### src/rtl/smg_scan_mux_pkg.sv
// Shared constants and helpers for the 7-segment scan multiplexer.
package smg_scan_mux_pkg;

    localparam int NIBBLE_W   = 4;
    localparam int DIGITS_MAX = 8;

    // Bit width needed to index n items, never less than one bit.
    function automatic int clog2Min1(input int n);
        return (n <= 2) ? 1 : $clog2(n);
    endfunction

endpackage

### src/rtl/smg_scan_mux_if.sv
// Display bus between a number source (master) and the scan multiplexer (slave).
interface smg_scan_mux_if
#(
    parameter int DIGITS = 4
);
    import smg_scan_mux_pkg::*;

    logic                         En;
    logic [NIBBLE_W*DIGITS-1:0]   NumberSig;
    logic [DIGITS-1:0]            DpSig;
    logic                         BlankLZ;
    logic [NIBBLE_W-1:0]          NumberData;
    logic [DIGITS-1:0]            DigitSel;
    logic                         Dp;
    logic                         FrameStart;

    modport master (
        output En, NumberSig, DpSig, BlankLZ,
        input  NumberData, DigitSel, Dp, FrameStart
    );

    modport slave (
        input  En, NumberSig, DpSig, BlankLZ,
        output NumberData, DigitSel, Dp, FrameStart
    );

endinterface

### src/rtl/smg_scan_mux_tick_gen.sv
// Slot prescaler: counts CLK cycles within one digit slot and flags the last one.
module smg_scan_mux_tick_gen
#(
    parameter int SCAN_TICKS = 500000,
    parameter int CNT_W      = smg_scan_mux_pkg::clog2Min1(SCAN_TICKS)
)(
    input  logic             CLK,
    input  logic             RSTn,
    input  logic             En,
    output logic             Tick,
    output logic [CNT_W-1:0] Cnt
);

    localparam logic [CNT_W-1:0] LAST = CNT_W'(SCAN_TICKS - 1);

    // Slot end is the final count of the slot, only while scanning.
    assign Tick = En && (Cnt == LAST);

    // Count 0..SCAN_TICKS-1, parked at zero while scanning is disabled.
    always_ff @(posedge CLK or negedge RSTn) begin
        if (!RSTn) begin
            Cnt <= '0;
        end else if (!En || Tick) begin
            Cnt <= '0;
        end else begin
            Cnt <= Cnt + CNT_W'(1);
        end
    end

endmodule

### src/rtl/smg_scan_mux.sv
// Time-multiplexed N-digit 7-segment scan controller with frame-coherent
// snapshot, leading-zero blanking and anti-ghost dead time.
module smg_scan_mux
    import smg_scan_mux_pkg::*;
#(
    parameter int DIGITS         = 4,
    parameter int SCAN_TICKS     = 500000,
    parameter int DEAD_TICKS     = 0,
    parameter bit SEL_ACTIVE_LOW = 1'b1
)(
    input  logic           CLK,
    input  logic           RSTn,
    smg_scan_mux_if.slave  bus
);

    localparam int CNT_W = clog2Min1(SCAN_TICKS);
    localparam int PTR_W = clog2Min1(DIGITS);
    localparam logic [PTR_W-1:0]  PTR_FIRST = PTR_W'(DIGITS - 1);
    localparam logic [DIGITS-1:0] SEL_OFF   = SEL_ACTIVE_LOW ? {DIGITS{1'b1}} : {DIGITS{1'b0}};

    logic                        tick;
    logic [CNT_W-1:0]            cnt;
    logic [PTR_W-1:0]            ptr;
    logic [NIBBLE_W*DIGITS-1:0]  shadowNum;
    logic [DIGITS-1:0]           shadowDp;
    logic                        frameWrap;
    logic                        deadNow;
    logic                        zeroRun;
    logic [DIGITS-1:0]           blankMask;
    logic [NIBBLE_W-1:0]         nib [DIGITS];
    logic [DIGITS-1:0]           selOneHot;
    logic                        curBlank;

    logic [NIBBLE_W-1:0]         numberDataQ;
    logic [DIGITS-1:0]           digitSelQ;
    logic                        dpQ;
    logic                        frameStartQ;

    smg_scan_mux_tick_gen #(
        .SCAN_TICKS (SCAN_TICKS),
        .CNT_W      (CNT_W)
    ) u_tick (
        .CLK  (CLK),
        .RSTn (RSTn),
        .En   (bus.En),
        .Tick (tick),
        .Cnt  (cnt)
    );

    // The last slot of digit 0 closes the frame; that is where new data is taken.
    assign frameWrap = tick && (ptr == '0);
    // Selects stay dark for the first DEAD_TICKS cycles of every slot.
    assign deadNow   = int'(cnt) < DEAD_TICKS;

    // Digit pointer walks leftmost to rightmost, restarting at the leftmost digit.
    always_ff @(posedge CLK or negedge RSTn) begin
        if (!RSTn) begin
            ptr <= PTR_FIRST;
        end else if (!bus.En) begin
            ptr <= PTR_FIRST;
        end else if (tick) begin
            ptr <= (ptr == '0) ? PTR_FIRST : ptr - PTR_W'(1);
        end
    end

    // Shadow copy of the display data; follows the inputs while disabled,
    // otherwise only refreshed at frame wrap so a frame never tears.
    always_ff @(posedge CLK or negedge RSTn) begin
        if (!RSTn) begin
            shadowNum <= '0;
            shadowDp  <= '0;
        end else if (!bus.En || frameWrap) begin
            shadowNum <= bus.NumberSig;
            shadowDp  <= bus.DpSig;
        end
    end

    // Split shadow into nibbles and mark leading-zero digits (digit 0 never blanks).
    always_comb begin
        zeroRun   = 1'b1;
        blankMask = '0;
        for (int k = 0; k < DIGITS; k++) begin
            nib[k] = shadowNum[k*NIBBLE_W +: NIBBLE_W];
        end
        for (int k = DIGITS - 1; k >= 1; k--) begin
            zeroRun      = zeroRun && (nib[k] == '0);
            blankMask[k] = bus.BlankLZ && zeroRun;
        end
    end

    // Active-high one-hot select for the current digit.
    always_comb begin
        selOneHot      = '0;
        selOneHot[ptr] = 1'b1;
        curBlank       = blankMask[ptr];
    end

    // Registered outputs from this cycle's counter, pointer and shadow.
    always_ff @(posedge CLK or negedge RSTn) begin
        if (!RSTn) begin
            numberDataQ <= '0;
            digitSelQ   <= SEL_OFF;
            dpQ         <= 1'b0;
            frameStartQ <= 1'b0;
        end else if (!bus.En) begin
            numberDataQ <= '0;
            digitSelQ   <= SEL_OFF;
            dpQ         <= 1'b0;
            frameStartQ <= 1'b0;
        end else begin
            numberDataQ <= curBlank ? '0 : nib[ptr];
            dpQ         <= !curBlank && shadowDp[ptr];
            frameStartQ <= frameWrap;
            if (curBlank || deadNow) begin
                digitSelQ <= SEL_OFF;
            end else begin
                digitSelQ <= SEL_ACTIVE_LOW ? ~selOneHot : selOneHot;
            end
        end
    end

    assign bus.NumberData = numberDataQ;
    assign bus.DigitSel   = digitSelQ;
    assign bus.Dp         = dpQ;
    assign bus.FrameStart = frameStartQ;

endmodule
### src/flat_wrapper.sv
// flat-port wrapper written by rule: the top's interface ports become plain ports
module smg_scan_mux_flat import smg_scan_mux_pkg::*;
#(
    parameter int DIGITS         = 4,
    parameter int SCAN_TICKS     = 500000,
    parameter int DEAD_TICKS     = 0,
    parameter bit SEL_ACTIVE_LOW = 1'b1
)
  (CLK, RSTn, bus_En, bus_NumberSig, bus_DpSig, bus_BlankLZ, bus_NumberData, bus_DigitSel, bus_Dp, bus_FrameStart);
  smg_scan_mux_if #(.DIGITS(DIGITS)) bus_i ();
  input  logic CLK;
  input  logic RSTn;
  input wire logic [$bits(bus_i.En)-1:0] bus_En;
  input wire logic [$bits(bus_i.NumberSig)-1:0] bus_NumberSig;
  input wire logic [$bits(bus_i.DpSig)-1:0] bus_DpSig;
  input wire logic [$bits(bus_i.BlankLZ)-1:0] bus_BlankLZ;
  output wire logic [$bits(bus_i.NumberData)-1:0] bus_NumberData;
  output wire logic [$bits(bus_i.DigitSel)-1:0] bus_DigitSel;
  output wire logic [$bits(bus_i.Dp)-1:0] bus_Dp;
  output wire logic [$bits(bus_i.FrameStart)-1:0] bus_FrameStart;
  assign bus_i.En = bus_En;
  assign bus_i.NumberSig = bus_NumberSig;
  assign bus_i.DpSig = bus_DpSig;
  assign bus_i.BlankLZ = bus_BlankLZ;
  assign bus_NumberData = bus_i.NumberData;
  assign bus_DigitSel = bus_i.DigitSel;
  assign bus_Dp = bus_i.Dp;
  assign bus_FrameStart = bus_i.FrameStart;
  smg_scan_mux #(.DIGITS(DIGITS), .SCAN_TICKS(SCAN_TICKS), .DEAD_TICKS(DEAD_TICKS), .SEL_ACTIVE_LOW(SEL_ACTIVE_LOW)) u_core (.CLK(CLK), .RSTn(RSTn), .bus(bus_i));
endmodule
### config.mk
export PLATFORM = sky130hd
export DESIGN_NAME = smg_scan_mux_flat
export DESIGN_NICKNAME = d
export VERILOG_FILES = /design/src/rtl/smg_scan_mux_pkg.sv /design/src/rtl/smg_scan_mux_if.sv /design/src/rtl/smg_scan_mux_tick_gen.sv /design/src/rtl/smg_scan_mux.sv /design/src/flat_wrapper.sv
export SDC_FILE = /design/constraint.sdc
export NUM_CORES = 1
export LEC_CHECK = 0
export ABC_AREA = 1
export BUFFER_PORTS_ARGS = -buffer_cell sky130_fd_sc_hd__buf_2
export CAP_MARGIN = 20
export CORE_MARGIN = 2
export CORE_UTILIZATION = 30
export CTS_CLUSTER_SIZE = 25
export DETAILED_ROUTE_END_ITERATION = 16
export PLACE_DENSITY = 0.44
export SYNTH_ARGS = -nofsm -noshare
export SYNTH_HDL_FRONTEND = slang
export SYNTH_SLANG_ARGS = --single-unit
### constraint.sdc
create_clock -name CLK -period 2.9 [get_ports CLK]
set_input_delay 0.145 -clock CLK [delete_from_list [all_inputs] [get_ports CLK]]
set_output_delay 0.145 -clock CLK [all_outputs]
set_load 0.02 [all_outputs]
=== Word level (Yosys, flattened, before mapping) ===
Cells that the tools add are included.

* Flip-flop bits (word level): 51
* Output and inout port bits: 10
* Logic and storage cells: 53
* Bits of input ports: 24

* Magnitude comparators: 3
* Reductions and logical operators: 17
* Mux-type cells: 19
* Bitwise logic cells: 2
* Add/subtract/negate cells: 2
* Equal/unequal tests: 2

{| class="wikitable"
|+ Operators by type and width
! operator !! count
|-
| 4-bit 2-to-1 mux || 6
|-
| 19-bit by 1-bit adder with 19-bit output (second input constant) || 1
|-
| 19-bit == test (second input constant) || 1
|-
| 19-bit 2-to-1 mux || 1
|-
| 4-bit zero test || 3
|-
| 1-bit logical AND || 9
|-
| 4-bit binary-select mux with 2-bit select || 1
|-
| 2-bit 2-to-1 mux || 3
|-
| 1-bit 2-to-1 mux || 5
|-
| 1-bit binary-select mux with 2-bit select || 2
|-
| 4-bit inverter || 1
|-
| 3-bit greater-or-equal comparator (second input constant) || 1
|-
| 2-bit by 3-bit < comparator with 1-bit output (second input constant) || 1
|-
| 2-bit inverter with 3-bit output || 1
|-
| 1-bit demux with 2-bit select || 1
|-
| 2-bit by 1-bit greater-or-equal comparator with 1-bit output (second input constant) || 1
|-
| 1-bit zero test || 2
|-
| 2-bit zero test || 1
|-
| 1-bit logical OR || 2
|-
| 2-bit by 1-bit != test with 1-bit output (second input constant) || 1
|-
| 2-bit by 1-bit subtractor with 2-bit output (second input constant) || 1
|}

=== Logic depth before layout (Yosys ltp) ===
Gate-level depths: netlist of the first run.

* Depth after elaboration: 9
* Gate-level depth with buffers: 9
* Mapped depth without buffers: 9

=== Modules after synthesis ===
A second synthesis of the first run with hierarchy kept.

* Cell total of the unflattened synthesis: 321
* Area, all modules: 2,582.5 sq um

{| class="wikitable"
|+ By module, submodules not included
! module !! instances !! seq. area each (sq um) !! cells an instance !! area each (sq um)
|-
| smg_scan_mux || 1 || 808.3 || 163 || 1,458.9
|-
| smg_scan_mux_tick_gen || 1 || 475.5 || 158 || 1,123.6
|}

=== Least setup slack after synthesis of the first run ===
OpenSTA, ideal clock, no wires.

* Kind: reg2reg
* Start point: reg u_core.ptr[1]
* End point: reg u_core.shadowDp[3]
* Buffers on the path: 2
* Required time: 2,784 ps
* Period minus slack after synthesis: 1,495 ps
* Cell stages (with the launch flop): 9
* Path slack: 1,405 ps
* Data arrival time: 1,379 ps
* Library setup time: 116 ps
* Path through: dfstp_2 -> clkbuf_2 -> inv_1 -> ha_1 -> inv_1 -> o21ai_2 -> buf_6 -> nand2_1 -> nand2_1

* Longest elaborated chain between the ends: 3

{| class="wikitable"
|+ RTL lines
! element !! RTL line !! source
|-
| start, declared || smg_scan_mux.sv:23 || <nowiki>logic [PTR_W-1:0] ptr;</nowiki>
|-
| start signal, assigned || smg_scan_mux.sv:62 || <nowiki>ptr <= (ptr == '0) ? PTR_FIRST : ptr - PTR_W'(1);</nowiki>
|-
| 2-bit zero test || smg_scan_mux.sv:51 || <nowiki>assign frameWrap = tick && (ptr == '0);</nowiki>
|-
| 1-bit logical AND || smg_scan_mux.sv:51 ||
|-
| 1-bit logical OR || smg_scan_mux.sv:72 || <nowiki>end else if (!bus.En || frameWrap) begin</nowiki>
|-
| end signal, assigned || smg_scan_mux.sv:74 || <nowiki>shadowDp <= bus.DpSig;</nowiki>
|-
| end, declared || smg_scan_mux.sv:25 || <nowiki>logic [DIGITS-1:0] shadowDp;</nowiki>
|}

Every way passes these cells.
A chain may end at the register's enable or synchronous reset.

=== Worst setup path in the final report of the first run ===
* Start point: reg u_core.u_tick.Cnt[0]
* End point: reg u_core.shadowDp[3]

* Longest elaborated chain between the ends: 4

{| class="wikitable"
|+ RTL lines
! element !! RTL line !! source
|-
| start, declared || smg_scan_mux_tick_gen.sv:11 || <nowiki>output logic [CNT_W-1:0] Cnt</nowiki>
|-
| start signal, assigned || smg_scan_mux_tick_gen.sv:26 || <nowiki>Cnt <= Cnt + CNT_W'(1);</nowiki>
|-
| 19-bit == test || smg_scan_mux_tick_gen.sv:17 || <nowiki>assign Tick = En && (Cnt == LAST);</nowiki>
|-
| 1-bit logical AND || smg_scan_mux_tick_gen.sv:17 ||
|-
| 1-bit logical AND || smg_scan_mux.sv:51 ||
|-
| 1-bit logical OR || smg_scan_mux.sv:72 ||
|}

Every way passes these cells.

==> impl_metrics.env, run 1 <==
export IMPL_status="complete, no violations"
export IMPL_period_share_pct=69.7
export IMPL_fin_nets=381
export IMPL_nFillCells=935
export IMPL_globalplace_congestion=0.749
export IMPL_h_tree_depth=2
export IMPL_firstDrtPassIters=4
export IMPL_cp_top_family="simple AND/OR/NAND/NOR gates"
export IMPL_cp_slowest_stage_delay_ns=0.51
export IMPL_min_path_type="in2reg"
export IMPL_vdd_drop_max_mv=0.169
export IMPL_rsz0062_at_grt="false"
export IMPL_root_buffer="clkbuf_8"
export IMPL_die_y_um=98.7
export IMPL_relSlewSlack_pct=43.2
export IMPL_synthXorXnorAreaFrac_pct=2.93
export IMPL_synth_compound_area_share_pct=5.02
export IMPL_cts_clk_slew_worst_paths_ns=0.10
export IMPL_drc_errors=0
export IMPL_yosys_warnings=0
export IMPL_critical_path_class="reg2reg"
export IMPL_path_buf_inv=0
export IMPL_slowest_stage="nand3_2"
export IMPL_finalSetupTns_ns=0
export IMPL_worstSetupStartpointType="flop"
export IMPL_synth_top_family_by_area="simple AND/OR/NAND/NOR gates"
export IMPL_viasPerCell=4.53
export IMPL_synth_edf_count=0
export IMPL_hold_viol=0
export IMPL_hpwlAfterDp_um=4310
export IMPL_synth_seq_cells=51
export IMPL_crit_required_ns=3.10
export IMPL_ys_seq_area_share_pct=47.7
export IMPL_p_per_area_nw_per_um2=475
export IMPL_grt_pass1_wl_um=10500
export IMPL_drtIter0Drc=56
export IMPL_cts_setup_buffers=0
export IMPL_drv_slew=0
export IMPL_syn_inst=318
export IMPL_wl_per_cell_um=12.9
export IMPL_die_area_um2=9740
export IMPL_synthAdderAreaFrac_pct=2.32
export IMPL_tritoncts="built"
export IMPL_synthArstFlopShare_pct=100
export IMPL_setup_ws_ns=0.879
export IMPL_pin_count=34
export IMPL_port_buffers=33
export IMPL_overflow=0
export IMPL_end_kind="flop"
export IMPL_yosysUniqueCellTypes=29
export IMPL_arrival_ns=2.22
export IMPL_clockBufferDepth=2
export IMPL_pre_cts_ws_ns=0.841
export IMPL_drt_wl_total_um=5940
export IMPL_vias=2088
export IMPL_synth_ff_type="dfrtp_1"
export IMPL_setup_viol=0
export IMPL_fin_crit_ns=2.02
export IMPL_cp_common_cell="nand3_2"
export IMPL_max_cap_viol_count=0
export IMPL_drive_above_1_share_pct=22.9
export IMPL_numCtsBuffers=5
export IMPL_fin_worst_skew_ns=0.0112
export IMPL_die_w_um=98.7
export IMPL_ant_nets=0
export IMPL_syn_area_um2=2690
export IMPL_cts_resized=0
export IMPL_clk_latency_ns=0.31
export IMPL_initial_core_util_pct=30.9
export IMPL_grt_total_usage_pct=13.3
export IMPL_area_growth_syn_to_layout_pct=12.1
export IMPL_synth_area_per_cell_um2=8.46
export IMPL_worstPathCellList="ha_1 > nand2_2 > nor2_8 > nand3_2 > nor2_2 > nand3_2 > nand3_1 > nand2_1"
export IMPL_worstMarginPinSlew_ns=0.852
export IMPL_synth_mux_area_share_pct=0
export IMPL_num_rows=34
export IMPL_synth_nets=347
export IMPL_antenna_found_initial=0
export IMPL_first_global_vias=2083
export IMPL_grt_max_degree=39
export IMPL_fmax_mhz=495
export IMPL_worstPathMaxFanout=21
export IMPL_p_leak_uw=0.00143
export IMPL_core_area_um2=8720
export IMPL_diodes=0
export IMPL_hold_buffers=1
export IMPL_synth_simple_area_share_pct=34.9
export IMPL_cts_num_sinks=51
## tightest hold or removal path, stage by stage
cell,delay [ns]
buf_2,0.07
nand2_1,0.04
nand2_1,0.04
## per-layer routing
layer | up-vias | global-route usage [%] | wire length [µm]
li1 | 1082 | - | -
met1 | 967 | 20.1 | 3170
met2 | 31 | 19.3 | 2510
met3 | 8 | 2.62 | 201
met4 | 0 | 3.79 | 71
met5 | - | 0 | 0
## area by class of cell
| cell class | instances | area, µm² | share of cell area (%) |
|---|---|---|---|
| Clock inverter | 1 | 5.00 | 0.166 |
| Multi-Input combinational cell | 232 | 1220 | 40.3 |
| Inverter | 25 | 93.8 | 3.11 |
| Tap cell | 108 | 135 | 4.48 |
| Clock buffer | 7 | 86.3 | 2.86 |
| Timing Repair Buffer | 37 | 198 | 6.55 |
| Sequential cell | 51 | 1280 | 42.5 |
## sequential cells by signal, summed over array words and instances, names as in the netlist
register               count
u_core.bus.DigitSel        4
u_core.bus.Dp              1
u_core.bus.FrameStart      1
u_core.bus.NumberData      4
u_core.ptr                 2
u_core.shadowDp            4
u_core.shadowNum          16
u_core.u_tick.Cnt         19
## cell usage in the layout, fill, tap and decap left out
cell,netlist,final
nand2_1,88,88
nor2_1,52,52
dfrtp_1,45,45
buf_2,1,33
inv_1,23,23
nand3_2,22,22
nand3_1,16,16
o21ai_0,12,12
xor2_1,7,7
a21oi_1,6,6
clkbuf_8,2,6
dfstp_2,6,6
nor3_1,5,5
ha_1,5,5
o211ai_1,3,3
nand2_2,3,3
nand4_1,3,3
buf_4,0,3
inv_2,2,2
nor2_2,2,2
xnor2_1,2,2
o31ai_1,1,1
nor2_4,1,1
nor2_8,1,1
nor3b_1,1,1
o22ai_1,1,1
o21ai_2,1,1
clkbuf_1,1,1
clkinv_2,0,1
dlygate4sd3_1,0,1
## cells by family (layout without fill, tap and decap cells)
group,Yosys count,after routing
and+or+nand+nor,194,194
DFF,51,51
buffers and inverters,35,70
AOI/OAI and AO/OA,24,24
xor gates and xnor gates,9,9
adders and majority gates,5,5
## metrics by stage
stage | cells | instance area, µm² | util, % | total power, µW | hold slack, ns
2_1_floorplan | 318 | 2690 | - | 943 | -0.151
5_1_grt | 461 | 3020 | 34.6 | 1520 | 0.0178
4_1_cts | 461 | 3020 | 34.6 | 1460 | 0.00793
3_3_place_gp | 452 | 2920 | 33.4 | 1020 | 0.319
3_5_place_dp | 452 | 2920 | 33.4 | 1020 | 0.317
6_report | 461 | 3020 | 34.6 | 1430 | 0.0185
## power by group
part / internal, µW / leakage (µW) / switching, µW
sequential: 763 / 0.000649 / 42.8
clock: 193 / 0.0000482 / 239
combinational: 74.0 / 0.000733 / 121
## cells in the mapped netlist (5+ instances only)
library cell	count	share of area, %
dfrtp_1	45	42
nand3_1	16	3.0
xor2_1	7	2.3
ha_1	5	2.3
nand3_2	22	8.2
nor3_1	5	0.93
dfstp_2	6	5.9
o21ai_0	12	2.2
inv_1	23	3.2
a21oi_1	6	1.1
buf_6	5	2.1
nor2_1	52	7.3
nand2_1	88	12
## final timing paths
check / start / slack, ns / cells past startpoint / endpoint
setup / recovery: u_core.u_tick.Cnt[0]$_DFF_PN0_ / 0.88 / 8 / u_core.shadowDp[3]$_DFFE_PN0P_
hold / removal: bus_NumberSig[0] / 0.02 / 3 / u_core.shadowNum[0]$_DFFE_PN0P_
setup reg to reg: u_core.u_tick.Cnt[0]$_DFF_PN0_ / 0.88 / 8 / u_core.shadowDp[3]$_DFFE_PN0P_
hold reg to reg: u_core.u_tick.Cnt[0]$_DFF_PN0_ / 0.49 / 1 / u_core.u_tick.Cnt[0]$_DFF_PN0_
max in group asynchronous: RSTn / 1.77 / 3 / u_core.shadowNum[2]$_DFFE_PN0P_
min in group asynchronous: RSTn / 0.48 / 2 / u_core.u_tick.Cnt[14]$_DFF_PN0_
Power figures use the tool's default switching activity.
==> run 2: changes to the inputs <==
Settings changed: PLACE_DENSITY 0.44 to 0.45.
Clock period 2.9 ns to 1.8 ns, I/O delays scaled along.
==> impl_metrics.env, run 2 (synthesized netlist as in run 1, its figures left out) <==
export IMPL_status="complete, no violations"
export IMPL_arrival_ns=1.83
export IMPL_reg_largest_list="u_core.u_tick.Cnt: 19 flops, u_core.shadowNum: 16 flops"
export IMPL_p_sw_share_pct=28.4
export IMPL_globalplace_congestion=0.773
export IMPL_ff2ff_setup_slack_ns=0.18
export IMPL_wl_met2_um=2630
export IMPL_die_area_um2=9740
export IMPL_final_common_cell="nand2_1"
export IMPL_drv_slew=0
export IMPL_setup_viol=0
export IMPL_drtIter0Drc=45
export IMPL_vias=2140
export IMPL_area_growth_syn_to_layout_pct=22.6
export IMPL_vdd_drop_max_mv=0.285
export IMPL_largest_reg_flops=19
export IMPL_hpwlAfterDp_um=4240
export IMPL_nFillCells=900
export IMPL_regArea_um2=1280
export IMPL_clockBufferDepth=2
export IMPL_port_buffers=33
export IMPL_end_kind="flop"
export IMPL_p_per_area_nw_per_um2=722
export IMPL_antenna_found_initial=0
export IMPL_p_leak_uw=0.00155
export IMPL_period_share_pct=89.8
export IMPL_core_area_um2=8720
export IMPL_drive_above_1_share_pct=23.0
export IMPL_seq_power_share_pct=53.4
export IMPL_multiInputGateArea_um2=1220
export IMPL_fin_nets=406
export IMPL_worstPathMaxFanout=21
export IMPL_drc_errors=0
export IMPL_min_path_type="in2reg"
export IMPL_pin_count=34
export IMPL_rsz0062_at_grt="false"
export IMPL_finalSetupTns_ns=0
export IMPL_die_y_um=98.7
export IMPL_top_register="u_core.u_tick.Cnt"
export IMPL_fmax_mhz=619
export IMPL_overflow=0
export IMPL_tritoncts="built"
export IMPL_stdcell_count=486
export IMPL_worstSetupStartpointType="flop"
export IMPL_cts_num_sinks=51
export IMPL_crit_required_ns=2.01
export IMPL_drt_wl_total_um=5910
export IMPL_top_layer_used="met4"
export IMPL_fin_crit_ns=1.62
export IMPL_initial_core_util_pct=30.9
export IMPL_firstDrtPassIters=4
export IMPL_route_met3_wl_um=183
export IMPL_power_uw=2380
export IMPL_first_global_vias=2166
export IMPL_h_tree_depth=2
export IMPL_root_buffer="clkbuf_8"
export IMPL_max_cap_viol_count=0
export IMPL_viasPerCell=4.40
export IMPL_final_cell_mix="nand2_1 (88), nor2_1 (52), dfrtp_1 (45)"
export IMPL_m1WireLength_um=3030
export IMPL_relSlewSlack_pct=68.7
export IMPL_worstMarginPinSlew_ns=0.470
export IMPL_num_rows=34
export IMPL_diodes=0
export IMPL_wl_per_cell_um=12.2
export IMPL_ant_nets=0
export IMPL_grt_total_usage_pct=13.2
export IMPL_cts_clk_slew_worst_paths_ns=0.10
export IMPL_cts_resized=0
export IMPL_p_comb_share_pct=16.3
export IMPL_clk_latency_ns=0.31
export IMPL_placed_cells=457
export IMPL_grt_pass1_wl_um=10300
export IMPL_numCtsBuffers=5
export IMPL_hold_viol=0
export IMPL_fin_worst_skew_ns=0.0179
export IMPL_intPower_uw=1710
export IMPL_critical_path_class="reg2reg"
export IMPL_p_sw_uw=677
export IMPL_grt_max_degree=34
export IMPL_die_w_um=98.7
export IMPL_pwr_share_clk_pct=30.2
-- run 2: changes by cell type in the layout (fill, tap and decap cells not counted), sizes merged --
cell / previous run / this run
buf: 36 / 41
clkbuf: 7 / 6
clkinvlp: 0 / 1
dlygate4sd3: 1 / 21
-- run 2: layout make-up --
type / instances / area share, %
Sequential cell: 51 / 38.9
Multi-Input combinational cell: 232 / 36.8
Timing Repair Buffer: 62 / 14.3
Tap cell: 108 / 4.09
Inverter: 25 / 2.84
Clock buffer: 6 / 2.50
Clock inverter: 2 / 0.493
-- run 2: path summary, 6_finish.rpt --
| check | from | to | cells past startpoint |
|---|---|---|---|
| setup / recovery | u_core.u_tick.Cnt[0]$_DFF_PN0_ | u_core.shadowDp[3]$_DFFE_PN0P_ | 9 |
| min in group asynchronous | RSTn | u_core.u_tick.Cnt[8]$_DFF_PN0_ | 2 |
| max in group asynchronous | RSTn | u_core.ptr[0]$_DFFE_PN1N_ | 3 |
| hold reg to reg | u_core.u_tick.Cnt[0]$_DFF_PN0_ | u_core.u_tick.Cnt[0]$_DFF_PN0_ | 1 |
| setup reg to reg | u_core.u_tick.Cnt[0]$_DFF_PN0_ | u_core.shadowDp[3]$_DFFE_PN0P_ | 9 |
| hold / removal | bus_En | u_core.bus.NumberData[2]$_DFF_PN0_ | 3 |
-- run 2: per-layer routing --
layer | global-route usage [%] | vias to the layer above
met5 | 0 | -
met4 | 3.48 | 0
met3 | 2.55 | 5
met2 | 21.3 | 34
met1 | 18.4 | 977
li1 | - | 1124
-- run 2: what timing repair did --
item / 4_1_cts / 5_1_grt
endpoints found under the setup margin: 0 / 0
hold buffers: 21 / 0
hold endpoints to repair: 34 / 0
buffers inserted: 0 / 0
-- run 2: critical path: stages, from the launching register on --
cell and delay (ns):
dfrtp_1 0.39, ha_1 0.24, nand2_2 0.12, nor2_8 0.14, nand3_2 0.09, nor2_2 0.13, nand3_2 0.10, buf_12 0.18
nand3_1 0.08, nand2_1 0.05
-- run 2: power groups by stage --
| stage | sequential (µW) | clock [µW] | combinational, µW |
|---|---|---|---|
| after floorplan | 1320 | 0 | 195 |
| after global routing | 1290 | 805 | 442 |
| after detailed placement | 1300 | 0 | 362 |
| final | 1270 | 721 | 389 |
| after global placement | 1300 | 0 | 361 |
| after CTS | 1270 | 753 | 397 |
-- run 2: through the flow --
step           cell area (µm²)  util [%]  setup slack (ns)  hold slack, ns
6_report                  3300      37.8             0.183           0.233
5_1_grt                   3300      37.8            0.0414           0.242
4_1_cts                   3300      37.8             0.166           0.226
3_5_place_dp              2990      34.3             0.177          0.0850
3_3_place_gp              2990      34.3             0.233          0.0786
2_1_floorplan             2690         -             0.305          -0.206
==> run 3: changes to the inputs <==
Settings changed: PLACE_DENSITY 0.45 to 0.44.
Clock period 1.8 ns to 1.6 ns, I/O delays scaled along.
==> impl_metrics.env, run 3 (synthesized netlist as in run 1, its figures left out) <==
export IMPL_reg_largest_list="u_core.u_tick.Cnt: 19 flops, u_core.shadowNum: 16 flops"
export IMPL_fin_crit_ns=1.56
export IMPL_hold_viol=0
export IMPL_crit_required_ns=1.79
export IMPL_ff2ff_setup_slack_ns=0.04
export IMPL_die_y_um=98.7
export IMPL_intPower_uw=1890
export IMPL_grt_total_usage_pct=13.3
export IMPL_overflow=0
export IMPL_grt_max_degree=38
export IMPL_clockBufferDepth=2
export IMPL_hold_ws_ns=0.0163
export IMPL_seq_power_share_pct=54.0
export IMPL_setup_viol=0
export IMPL_critical_path_class="reg2reg"
export IMPL_wl_per_cell_um=12.9
export IMPL_worstPathMaxFanout=10
export IMPL_pwr_share_clk_pct=28.5
export IMPL_fin_nets=419
export IMPL_numCtsBuffers=5
export IMPL_drive_above_1_share_pct=27.9
export IMPL_p_sw_uw=772
export IMPL_viasPerCell=4.49
export IMPL_grt_pass1_wl_um=10400
export IMPL_drv_slew=0
export IMPL_diodes=0
export IMPL_power_uw=2660
export IMPL_first_global_vias=2027
export IMPL_pin_count=34
export IMPL_drtIter0Drc=61
export IMPL_p_sw_share_pct=29.0
export IMPL_cp_common_cell="nand3_2"
export IMPL_hpwlAfterDp_um=4340
export IMPL_cts_num_sinks=51
export IMPL_max_cap_viol_count=0
export IMPL_drc_errors=0
export IMPL_drt_wl_total_um=6450
export IMPL_die_area_um2=9740
export IMPL_finalSetupTns_ns=0
export IMPL_vdd_drop_max_mv=0.388
export IMPL_cts_clk_slew_worst_paths_ns=0.09
export IMPL_core_area_um2=8720
export IMPL_antenna_found_initial=0
export IMPL_worstPathCellList="ha_4 > nand2_4 > nor2_8 > nand3_2 > nor2_4 > nand3_4 > clkbuf_16 > nand3_2 > nand2_1"
export IMPL_final_common_cell="nand2_1"
export IMPL_p_comb_share_pct=17.5
export IMPL_p_per_area_nw_per_um2=767
export IMPL_fmax_mhz=641
export IMPL_vias=2243
export IMPL_min_delay_start="bus_NumberSig[4]"
export IMPL_rsz0062_at_grt="true"
export IMPL_crit_path_start="u_core.u_tick.Cnt[0]$_DFF_PN0_"
export IMPL_globalplace_congestion=0.789
export IMPL_root_buffer="clkbuf_8"
export IMPL_period_share_pct=97.5
export IMPL_p_leak_uw=0.00164
export IMPL_ant_nets=0
export IMPL_end_kind="flop"
export IMPL_port_buffers=33
export IMPL_firstDrtPassIters=4
export IMPL_area_growth_syn_to_layout_pct=29.1
export IMPL_fin_worst_skew_ns=0.0157
export IMPL_cp_slowest_stage_delay_ns=0.40
export IMPL_relSlewSlack_pct=69.0
export IMPL_die_w_um=98.7
export IMPL_initial_core_util_pct=30.9
export IMPL_status="complete, no violations"
export IMPL_h_tree_depth=2
export IMPL_slowest_stage="dfrtp_1"
export IMPL_clk_latency_ns=0.30
export IMPL_final_cell_mix="nand2_1 (88), nor2_1 (50), dfrtp_1 (43)"
export IMPL_tritoncts="built"
export IMPL_worstMarginPinSlew_ns=0.462
export IMPL_top_register="u_core.u_tick.Cnt"
export IMPL_min_path_type="in2reg"
export IMPL_worstReg2RegStart="u_core.u_tick.Cnt[0]$_DFF_PN0_"
export IMPL_arrival_ns=1.75
export IMPL_num_rows=34
export IMPL_largest_reg_flops=19
export IMPL_worstSetupStartpointType="flop"
-- run 3: cell types whose count changed in the layout (fill, tap and decap cells not counted), moves of 2 or more --
cell / change
buf_4: +12
clkbuf_16: +2
dfrtp_1: -2
dfrtp_2: +2
ha_1: -2
nand2_2: -2
nand2_4: +2
nand3_1: -2
nor2_1: -2
-- run 3: per-layer routing --
layer,track usage (%),wire length [µm],up-vias
met5,0,0,-
met4,2.53,36,0
met3,2.48,222,2
met2,19.8,2940,38
met1,20.2,3250,1047
li1,-,-,1156
-- run 3: power by group through the flow --
stage | combinational (µW) | clock (µW) | sequential, µW
4_1_cts | 449 | 785 | 1430
6_report | 467 | 759 | 1440
3_5_place_dp | 411 | 0 | 1460
2_1_floorplan | 220 | 0 | 1490
3_3_place_gp | 411 | 0 | 1460
5_1_grt | 528 | 833 | 1450
-- run 3: worst max-delay path: cells and delay by family (launching register included) --
family / cells / cell delay, ns
buffers and inverters: 1 / 0.21
AND/OR/NAND/NOR: 7 / 0.68
flip-flops: 1 / 0.40
adder cells (fa/ha/maj): 1 / 0.16
-- run 3: worst paths after layout --
| kind | endpoint | cells after the start |
|---|---|---|
| worst max-delay path | u_core.shadowNum[2]$_DFFE_PN0P_ | 9 |
| worst min-delay path | u_core.shadowNum[4]$_DFFE_PN0P_ | 3 |
| worst max register to register | u_core.shadowNum[2]$_DFFE_PN0P_ | 9 |
| worst min register to register | u_core.shadowDp[1]$_DFFE_PN0P_ | 2 |
| max in group asynchronous | u_core.ptr[1]$_DFFE_PN1N_ | 3 |
| min in group asynchronous | u_core.u_tick.Cnt[11]$_DFF_PN0_ | 2 |
-- run 3: cell type report --
type,count,area [µm²]
clock buffer,6,72.6
clock inverter,2,12.5
fill,879,5250
inverter,25,97.6
multi-input combinational,232,1270
sequential,51,1290
tap,108,135
timing repair buffer,75,603
-- run 3: per-stage QoR --
| stage | util (%) | cells | setup slack (ns) | area, µm² |
|---|---|---|---|---|
| detailed placement | 34.8 | 463 | 0.0556 | 3040 |
| global route | 39.9 | 499 | -0.0283 | 3480 |
| finish | 39.9 | 499 | 0.0408 | 3480 |
| global placement | 34.8 | 463 | 0.0941 | 3040 |
| CTS | 38.1 | 491 | 0.0389 | 3320 |
| floorplan | - | 318 | 0.105 | 2690 |
-- run 3: timing repair --
item	CTS	global route
buffers inserted	0	6
resized for setup	0	14
hold buffers	20	0
hold endpoints to repair	33	0
setup endpoints to repair	0	37
